$ cat config.mk
export PLATFORM = sky130hd
export DESIGN_NAME = iob_sync_assim_fifo_flat
export DESIGN_NICKNAME = d
export VERILOG_FILES = /design/src/rtl/iob_sync_assim_fifo_if.sv /design/src/rtl/iob_sync_assim_fifo.sv /design/src/flat_wrapper.sv
export SDC_FILE = /design/constraint.sdc
export NUM_CORES = 2
export LEC_CHECK = 0
export BUFFER_PORTS_ARGS = -buffer_cell sky130_fd_sc_hd__buf_4
export CAP_MARGIN = 0
export CORE_MARGIN = 5
export CORE_UTILIZATION = 55
export DETAILED_ROUTE_END_ITERATION = 10
export GPL_ROUTABILITY_DRIVEN = 0
export MAX_ROUTING_LAYER = met4
export PLACE_DENSITY = 0.71
export RECOVER_POWER = 100
export SLEW_MARGIN = 20
export SYNTH_ARGS = -nofsm -noshare
export SYNTH_HDL_FRONTEND = slang
export SYNTH_SLANG_ARGS = --single-unit
export TNS_END_PERCENT = 10
$ cat constraint.sdc
create_clock -name clk -period 3.77 [get_ports clk]
set_input_delay 0.1885 -clock clk [delete_from_list [all_inputs] [get_ports clk]]
set_output_delay 0.1885 -clock clk [all_outputs]
set_load 0.01 [all_outputs]
$ cat src/rtl/iob_sync_assim_fifo_if.sv
// Handshake bundle for iob_sync_assim_fifo: write port, read port and occupancy.
// The error flags exist only when IOB_ASSIM_FIFO_ERR_EN is defined.
interface iob_sync_assim_fifo_if #(
  parameter int W_DATA_W = 8,
  parameter int R_DATA_W = 32,
  parameter int ADDR_W   = 8
);

  logic                w_en;
  logic [W_DATA_W-1:0] w_data;
  logic                w_full;
  logic                r_en;
  logic [R_DATA_W-1:0] r_data;
  logic                r_empty;
  logic [ADDR_W:0]     level;
`ifdef IOB_ASSIM_FIFO_ERR_EN
  logic                w_overflow;
  logic                r_underflow;
`endif

  modport master (
    output w_en, w_data, r_en,
    input  w_full, r_data, r_empty, level
`ifdef IOB_ASSIM_FIFO_ERR_EN
    , input w_overflow, r_underflow
`endif
  );

  modport slave (
    input  w_en, w_data, r_en,
    output w_full, r_data, r_empty, level
`ifdef IOB_ASSIM_FIFO_ERR_EN
    , output w_overflow, r_underflow
`endif
  );

endinterface

$ cat src/rtl/iob_sync_assim_fifo.sv
// Single-clock FIFO with asymmetric write/read widths over a narrow-word RAM.
// Optional sticky overflow/underflow flags: define IOB_ASSIM_FIFO_ERR_EN.
module iob_sync_assim_fifo #(
  parameter int W_DATA_W = 8,
  parameter int R_DATA_W = 32,
  parameter int ADDR_W   = 8
) (
  input  logic                clk,
  input  logic                rst_n,
  iob_sync_assim_fifo_if.slave bus
);

  localparam int MIN_W   = (W_DATA_W < R_DATA_W) ? W_DATA_W : R_DATA_W;
  localparam int W_RATIO = W_DATA_W / MIN_W;
  localparam int R_RATIO = R_DATA_W / MIN_W;
  localparam int DEPTH   = 1 << ADDR_W;
  localparam int LVL_W   = ADDR_W + 1;

  localparam logic [LVL_W-1:0]  FULL_THR = LVL_W'(DEPTH - W_RATIO);
  localparam logic [LVL_W-1:0]  R_STEP   = LVL_W'(R_RATIO);
  localparam logic [LVL_W-1:0]  W_STEP   = LVL_W'(W_RATIO);
  // A ratio equal to the depth wraps to zero, which is the correct pointer step.
  localparam logic [ADDR_W-1:0] W_PSTEP  = ADDR_W'(W_RATIO);
  localparam logic [ADDR_W-1:0] R_PSTEP  = ADDR_W'(R_RATIO);

  logic [MIN_W-1:0]    mem [DEPTH];

  logic [ADDR_W-1:0]   wptr_q, wptr_d;
  logic [ADDR_W-1:0]   rptr_q, rptr_d;
  logic [LVL_W-1:0]    level_q, level_d;
  logic [R_DATA_W-1:0] r_data_q, r_data_d;
  logic [R_DATA_W-1:0] rd_word;

  logic w_full;
  logic r_empty;
  logic wacc;
  logic racc;

  always_comb begin
    w_full  = (level_q > FULL_THR);
    r_empty = (level_q < R_STEP);
    wacc    = bus.w_en && !w_full;
    racc    = bus.r_en && !r_empty;
  end

  // Gather R_RATIO narrow words starting at rptr, lowest address in the LSBs.
  always_comb begin
    rd_word = '0;
    for (int i = 0; i < R_RATIO; i++) begin
      rd_word[i*MIN_W +: MIN_W] = mem[rptr_q + ADDR_W'(i)];
    end
  end

  always_comb begin
    wptr_d   = wptr_q;
    rptr_d   = rptr_q;
    level_d  = level_q;
    r_data_d = r_data_q;
    if (wacc) begin
      wptr_d = wptr_q + W_PSTEP;
    end
    if (racc) begin
      rptr_d   = rptr_q + R_PSTEP;
      r_data_d = rd_word;
    end
    level_d = level_q + (wacc ? W_STEP : '0) - (racc ? R_STEP : '0);
  end

  always_ff @(posedge clk or negedge rst_n) begin
    if (!rst_n) begin
      wptr_q   <= '0;
      rptr_q   <= '0;
      level_q  <= '0;
      r_data_q <= '0;
    end else begin
      wptr_q   <= wptr_d;
      rptr_q   <= rptr_d;
      level_q  <= level_d;
      r_data_q <= r_data_d;
    end
  end

  // Storage is not reset; the level register alone defines what is valid.
  always_ff @(posedge clk) begin
    if (wacc) begin
      for (int i = 0; i < W_RATIO; i++) begin
        mem[wptr_q + ADDR_W'(i)] <= bus.w_data[i*MIN_W +: MIN_W];
      end
    end
  end

  assign bus.w_full  = w_full;
  assign bus.r_empty = r_empty;
  assign bus.level   = level_q;
  assign bus.r_data  = r_data_q;

`ifdef IOB_ASSIM_FIFO_ERR_EN
  logic w_overflow_q, w_overflow_d;
  logic r_underflow_q, r_underflow_d;

  always_comb begin
    w_overflow_d  = w_overflow_q  | (bus.w_en && w_full);
    r_underflow_d = r_underflow_q | (bus.r_en && r_empty);
  end

  always_ff @(posedge clk or negedge rst_n) begin
    if (!rst_n) begin
      w_overflow_q  <= 1'b0;
      r_underflow_q <= 1'b0;
    end else begin
      w_overflow_q  <= w_overflow_d;
      r_underflow_q <= r_underflow_d;
    end
  end

  assign bus.w_overflow  = w_overflow_q;
  assign bus.r_underflow = r_underflow_q;
`endif

endmodule

$ cat src/flat_wrapper.sv
// flat-port wrapper written by rule: the top's interface ports become plain ports
module iob_sync_assim_fifo_flat 
#(
  parameter int W_DATA_W = 8,
  parameter int R_DATA_W = 32,
  parameter int ADDR_W   = 8
)
  (clk, rst_n, bus_w_en, bus_w_data, bus_r_en, bus_w_full, bus_r_data, bus_r_empty, bus_level);
  iob_sync_assim_fifo_if #(.W_DATA_W(W_DATA_W), .R_DATA_W(R_DATA_W), .ADDR_W(ADDR_W)) bus_i ();
  input  logic clk;
  input  logic rst_n;
  input wire logic [$bits(bus_i.w_en)-1:0] bus_w_en;
  input wire logic [$bits(bus_i.w_data)-1:0] bus_w_data;
  input wire logic [$bits(bus_i.r_en)-1:0] bus_r_en;
  output wire logic [$bits(bus_i.w_full)-1:0] bus_w_full;
  output wire logic [$bits(bus_i.r_data)-1:0] bus_r_data;
  output wire logic [$bits(bus_i.r_empty)-1:0] bus_r_empty;
  output wire logic [$bits(bus_i.level)-1:0] bus_level;
  assign bus_i.w_en = bus_w_en;
  assign bus_i.w_data = bus_w_data;
  assign bus_i.r_en = bus_r_en;
  assign bus_w_full = bus_i.w_full;
  assign bus_r_data = bus_i.r_data;
  assign bus_r_empty = bus_i.r_empty;
  assign bus_level = bus_i.level;
  iob_sync_assim_fifo #(.W_DATA_W(W_DATA_W), .R_DATA_W(R_DATA_W), .ADDR_W(ADDR_W)) u_core (.clk(clk), .rst_n(rst_n), .bus(bus_i));
endmodule
---- Word-level counts from Yosys, hierarchy flattened ----
Memory sizes are Yosys's and may differ from the RTL's. A register that Yosys moved wholly into a read port is not among the register bits.
Index checks and enable logic that the tools add are counted.
Widths: inputs -> output; s select.
operators by class
  muxes and demuxes ....................... 4
  add/subtract/negate cells ............... 7
  magnitude comparators ................... 2
  reduce and logical (&&, ||, !) cells .... 8
operators with widths
  operator             number
  $add 8x1->8 const B  2
  $add 8x2->8 const B  2
  $add 9x9->9          1
  $gt 9x8->1 const B   1
  $lt 9x3->1 const B   1
  $sub 9x9->9          1
  $add 8x3->8 const B  1
  $logic_not 1->1      6
  $mux 1               3
  $mux 3               1
  $logic_and 1x1->1    2
word-level totals
  memories ................................ 1
  word-level logic and storage cells ...... 25
  output and inout bits ................... 43
  register bits after elaboration ......... 25
  memory bits (writable) .................. 2,048
memory list
  memory      words  bits a word  read ports  clocked after Yosys merged registers in  write ports  RTL line                   text
  u_core.mem  256    8            4           4                                        1            iob_sync_assim_fifo.sv:26  logic [MIN_W-1:0] mem [DEPTH];

---- Logic depth before layout (Yosys ltp) ----
  depth after elaboration ................. 6
  gate-level depth with buffers ........... 17

---- Least setup slack after synthesis ----
Ideal clock, no wire load.
  path kind ............................... register to register
  start ................................... reg u_core.level_q[3], in the netlist u_core.bus.level[3]
  end ..................................... reg u_core.level_q[8], in the netlist u_core.bus.level[8]
  data arrival time ....................... 3,645 ps
  buffers on the path ..................... 2
  setup time .............................. 79 ps
  path slack .............................. 46 ps
  stages on the path, launching flop included .. 17
  cells stage by stage .................... dfrtp_1 inv_1 ha_1 a21bo_2 a21oi_1 nor2_1 inv_1 clkbuf_1 buf_1 ha_1 ha_1 o21bai_1 a21oi_1 nor2_1 o21a_1 o41ai_1 xor2_1
RTL lines
  what                    RTL line                   text
  from (decl)             iob_sync_assim_fifo.sv:30  logic [LVL_W-1:0] level_q, level_d;
  from (signal assigned)  iob_sync_assim_fifo.sv:78  level_q <= level_d;
  $lt 9x3->1              iob_sync_assim_fifo.sv:41  r_empty = (level_q < R_STEP);
  net bus_r_empty         flat_wrapper.sv:17         output wire logic [$bits(bus_i.r_empty)-1:0] bus_r_empty;
  $logic_not 1->1         iob_sync_assim_fifo.sv:43  racc = bus.r_en && !r_empty;
  $logic_and 1x1->1       iob_sync_assim_fifo.sv:43
  $mux 3                  iob_sync_assim_fifo.sv:66  level_d = level_q + (wacc ? W_STEP : '0) - (racc ? R_STEP : '0);
  $sub 9x9->9             iob_sync_assim_fifo.sv:66
  net u_core.level_d[8]   iob_sync_assim_fifo.sv:30
The timed path passes the listed nets, and every way through them passes these cells.
A chain may end at the register's enable or synchronous reset.

---- Worst setup path after layout ----
  start ................................... reg u_core.level_q[6], in the netlist u_core.bus.level[6]
  end ..................................... mem u_core.mem[244][6] (netlist name), enable pin
between the ends
  cells in the longest elaborated chain, start to end .. 5
RTL lines
  what                          RTL line                   text
  $gt 9x8->1                    iob_sync_assim_fifo.sv:40  w_full = (level_q > FULL_THR);
  $logic_not 1->1               iob_sync_assim_fifo.sv:42  wacc = bus.w_en && !w_full;
  $logic_and 1x1->1             iob_sync_assim_fifo.sv:42
  net u_core.wacc               iob_sync_assim_fifo.sv:36  logic wacc;
  $mux 1                        iob_sync_assim_fifo.sv:85  if (wacc) begin
  $mux 1 (implied by the code)  iob_sync_assim_fifo.sv:87  mem[wptr_q + ADDR_W'(i)] <= bus.w_data[i*MIN_W +: MIN_W];
  to (decl)                     iob_sync_assim_fifo.sv:26
The timed path passes the listed nets, and every way through them passes these cells.

==> impl_metrics.json <==
{
  "groute.usage.overall_pct": 27.2,
  "final_slew_viol_count": 1331,
  "cp_slowest_cell": "clkbuf_1",
  "mappedNetlistNets": 4012,
  "power.density_nw_per_um2": 708,
  "failed_checks": "capacitance limit, slew limit",
  "synth_cell_types": 59,
  "final_period_minus_worst_setup_slack_ns": 3.53,
  "worstSetupEndpointType": "flip-flop",
  "synth_largest_area_cell": "edfxtp_1",
  "layout.cells.most_common_list": "edfxtp_1, mux4_2, nor2_1, clkbuf_1, mux2i_1",
  "power.leakage_nw": 29.2,
  "synth_seq_area_share_pct": 76.8,
  "critical_path_cell_count": 10,
  "peakVddDrop_v": 0.000474,
  "post-route-drc-count": 0,
  "area_after_dpl_sq_um": 86700,
  "design.core.area_sq_um": 148000,
  "grt.overflow.total": 0,
  "path_buf_inv": 3,
  "route.final.wire_length_mm": 207,
  "rsz0062_at_grt": "false",
  "tritoncts_clock_tree": "yes",
  "cap_violations": 17,
  "insertion_delay_ns": 0.84,
  "cts_setup_buffers": 0,
  "yosys_warnings": 0,
  "cts_root_buffer": "clkbuf_16",
  "post-route-period-util_pct": 93.5,
  "outcome": "complete, but fails checks",
  "cp-startpoint": "u_core.bus.level[6]$_DFF_PN0_",
  "timing_hold_violations_final": 0,
  "antenna_left": 0,
  "timing.rr.end": "u_core.mem[244][6]$_DFFE_PP_",
  "synth.top_cell.area_share_pct": 75.2,
  "mostFrequentLayoutCell": "edfxtp_1",
  "timing.hold.worst.class": "in2reg",
  "layout-drive-gt1-share_pct": 20.6,
  "dieArea_sq_um": 157000,
  "clk_pin_slew_ns": 0.06,
  "cp-endpoint": "u_core.mem[244][6]$_DFFE_PP_",
  "post_synth_inst_count": 3974,
  "reg2reg_slack_ns": 0.24,
  "initialDrtViolationCount": 5295,
  "post_drt_wl_per_cell_microns": 32.0,
  "grt_start_max_net_pins": 138,
  "critical_path.max_stage_delay_ns": 0.48,
  "timing.critical_path.cells": "ha_1, and4_1, a41o_1, clkinv_1, nand2_1, nor2_1, nand2_1, clkbuf_1, nor2_1, clkbuf_1",
  "htreeDepth": 4,
  "final.setup_skew_ns": 0.0316,
  "dp_hpwl_mm": 128,
  "async_reset_ff_share_pct": 2.62,
  "synth.avg_cell_area_sq_um": 20.6,
  "relSlewSlack_pct": -116,
  "fp.dieW_microns": 396,
  "worstSetupStartpointType": "flip-flop",
  "worst_pin_slew_ns": 3.24,
  "worst-path-max-fanout": 10,
  "first_global_vias": 41800,
  "setup_viol": 0,
  "setup-tns-final_ns": 0,
  "finish.net_count": 4398,
  "first_pass_grt_wire_length_mm": 299,
  "boundary_pins": 55,
  "hold-worst-slack_ns": 0.0857,
  "fp-row-count": 141,
  "cts-buffers-inserted": 199,
  "initial_core_util_pct": 55.3,
  "finish.instance_area_sq_um": 92100,
  "max_clock_freq_mhz": 284,
  "ys_seq_elements": 2103,
  "first_pass_iters": 6,
  "worstPathArrival_ns": 3.99,
  "ff2ff_path_depth": 10,
  "yosys_most_used_dff": "edfxtp_1",
  "route.vias.total": 42300,
  "port_buffers": 54,
  "synth_top_cells_by_area": "edfxtp_1, mux4_2, mux2i_1",
  "routed_via_density": 6.54,
  "clock_path_buffers": 3,
  "synth-edff-count": 2048,
  "grt_antenna_before_repair": 5,
  "critical_path_required_ns": 4.23,
  "critical_setup_path_kind": "reg2reg",
  "clkSinkCount": 2103,
  "areaGrowthSynthToFinish_pct": 12.6,
  "critPathTopFamily": "buffers and inverters",
  "r2r-start": "u_core.bus.level[6]$_DFF_PN0_",
  "synth_area_sq_um": 81800,
  "die_y_microns": 396
}
-- power by group --
group          switching, W  total, W  internal, W
clock network       0.00861    0.0198       0.0112
registers          0.000969    0.0271       0.0261
logic                0.0107    0.0184      0.00770
-- cells in the mapped netlist (5+ instances only) --
library cell / number
edfxtp_1: 2048
mux4_2: 422
nor2_1: 286
mux2i_1: 248
clkbuf_1: 122
nand2_1: 121
a22oi_1: 89
a21oi_1: 65
dfrtp_1: 55
buf_2: 44
o22ai_1: 41
buf_6: 35
nand3_1: 32
a211oi_1: 30
ha_1: 26
o21ai_0: 24
nor2b_1: 23
a221o_1: 21
buf_4: 19
nor3_1: 16
buf_1: 15
inv_1: 15
a31oi_1: 14
a221oi_1: 13
mux2_2: 13
o221ai_1: 13
a22o_1: 12
xnor2_1: 11
a2111oi_0: 10
a2111oi_2: 10
a311oi_1: 9
xor2_1: 8
and2_1: 7
a32oi_1: 6
a41oi_1: 6
a211o_1: 5
-- cell families (layout without fill, tap and decap cells) --
kind of cell | Yosys count | after routing | synth area share (%)
flip-flops | 2103 | 2103 | 76.8
multiplexers | 683 | 683 | 14.8
AND/OR/NAND/NOR | 502 | 502 | 2.53
AO/OA/AOI/OAI | 384 | 384 | 3.45
buffers and inverters | 257 | 816 | 1.74
adder cells (fa/ha/maj) | 26 | 26 | 0.398
XOR/XNOR | 19 | 19 | 0.203
other | 0 | 4 | 0
-- layout make-up --
| type | instances | area [sq um] |
|---|---|---|
| tap | 1930 | 2410 |
| multi-input combinational | 1614 | 17600 |
| clock inverter | 123 | 1170 |
| fill | 10200 | 55700 |
| clock buffer | 251 | 5320 |
| inverter | 17 | 66.3 |
| antenna | 4 | 10.0 |
| timing repair buffer | 425 | 2690 |
| sequential | 2103 | 62900 |
-- through the flow --
stage	power (W)	setup slack, ns	util (%)	cells
2_1_floorplan	0.0388	0.0456	-	3974
3_3_place_gp	0.0459	0.469	58.6	6085
3_5_place_dp	0.0461	0.518	58.6	6085
4_1_cts	0.0657	0.510	63.0	6463
5_1_grt	0.0674	0.185	62.3	6465
6_report	0.0652	0.245	62.3	6467
-- flip-flops by register name (all words and copies together), names as in the netlist --
register and count:
u_core.bus.level 9, u_core.mem 2048, u_core.bus.r_data 32, u_core.rptr_q 6
u_core.wptr_q 8
-- worst min path at each step --
| stage | cells past startpoint | end | slack [ns] | startpoint |
|---|---|---|---|---|
| final | 5 | u_core.wptr_q[0]$_DFFE_PN0P_ | 0.09 | bus_w_en |
| after global routing | 5 | u_core.wptr_q[0]$_DFFE_PN0P_ | 0.09 | bus_w_en |
| after CTS | 5 | u_core.wptr_q[0]$_DFFE_PN0P_ | 0.03 | bus_w_en |
| after detailed placement | 1 | u_core.bus.r_data[6]$_DFFE_PN0P_ | 0.36 | rst_n |
| after global placement | 1 | u_core.bus.r_data[6]$_DFFE_PN0P_ | 0.35 | rst_n |
| after floorplan | 0 | u_core.bus.level[0]$_DFF_PN0_ | -0.11 | rst_n |
-- per-layer routing --
layer	global-route usage, %	up-vias	wire length (microns)
li1	-	17200	-
met1	37.6	22100	78900
met2	41.0	2616	98700
met3	6.19	401	22300
met4	9.04	0	7200
met5	-	-	0
-- worst min-delay path, delay by kind of cell --
family	cells	cell delay, ns
compound gates	1	0.31
buf+inv	2	0.24
xor+xnor	1	0.08
simple gates	1	0.05
-- repair_timing --
action | 4_1_cts | 5_1_grt
gates resized for setup | 0 | 0
hold buffers | 4 | 0
hold endpoints to repair | 106 | 0
endpoints found under the setup margin | 0 | 0
Note: power is estimated with default switching activity, not from simulation.
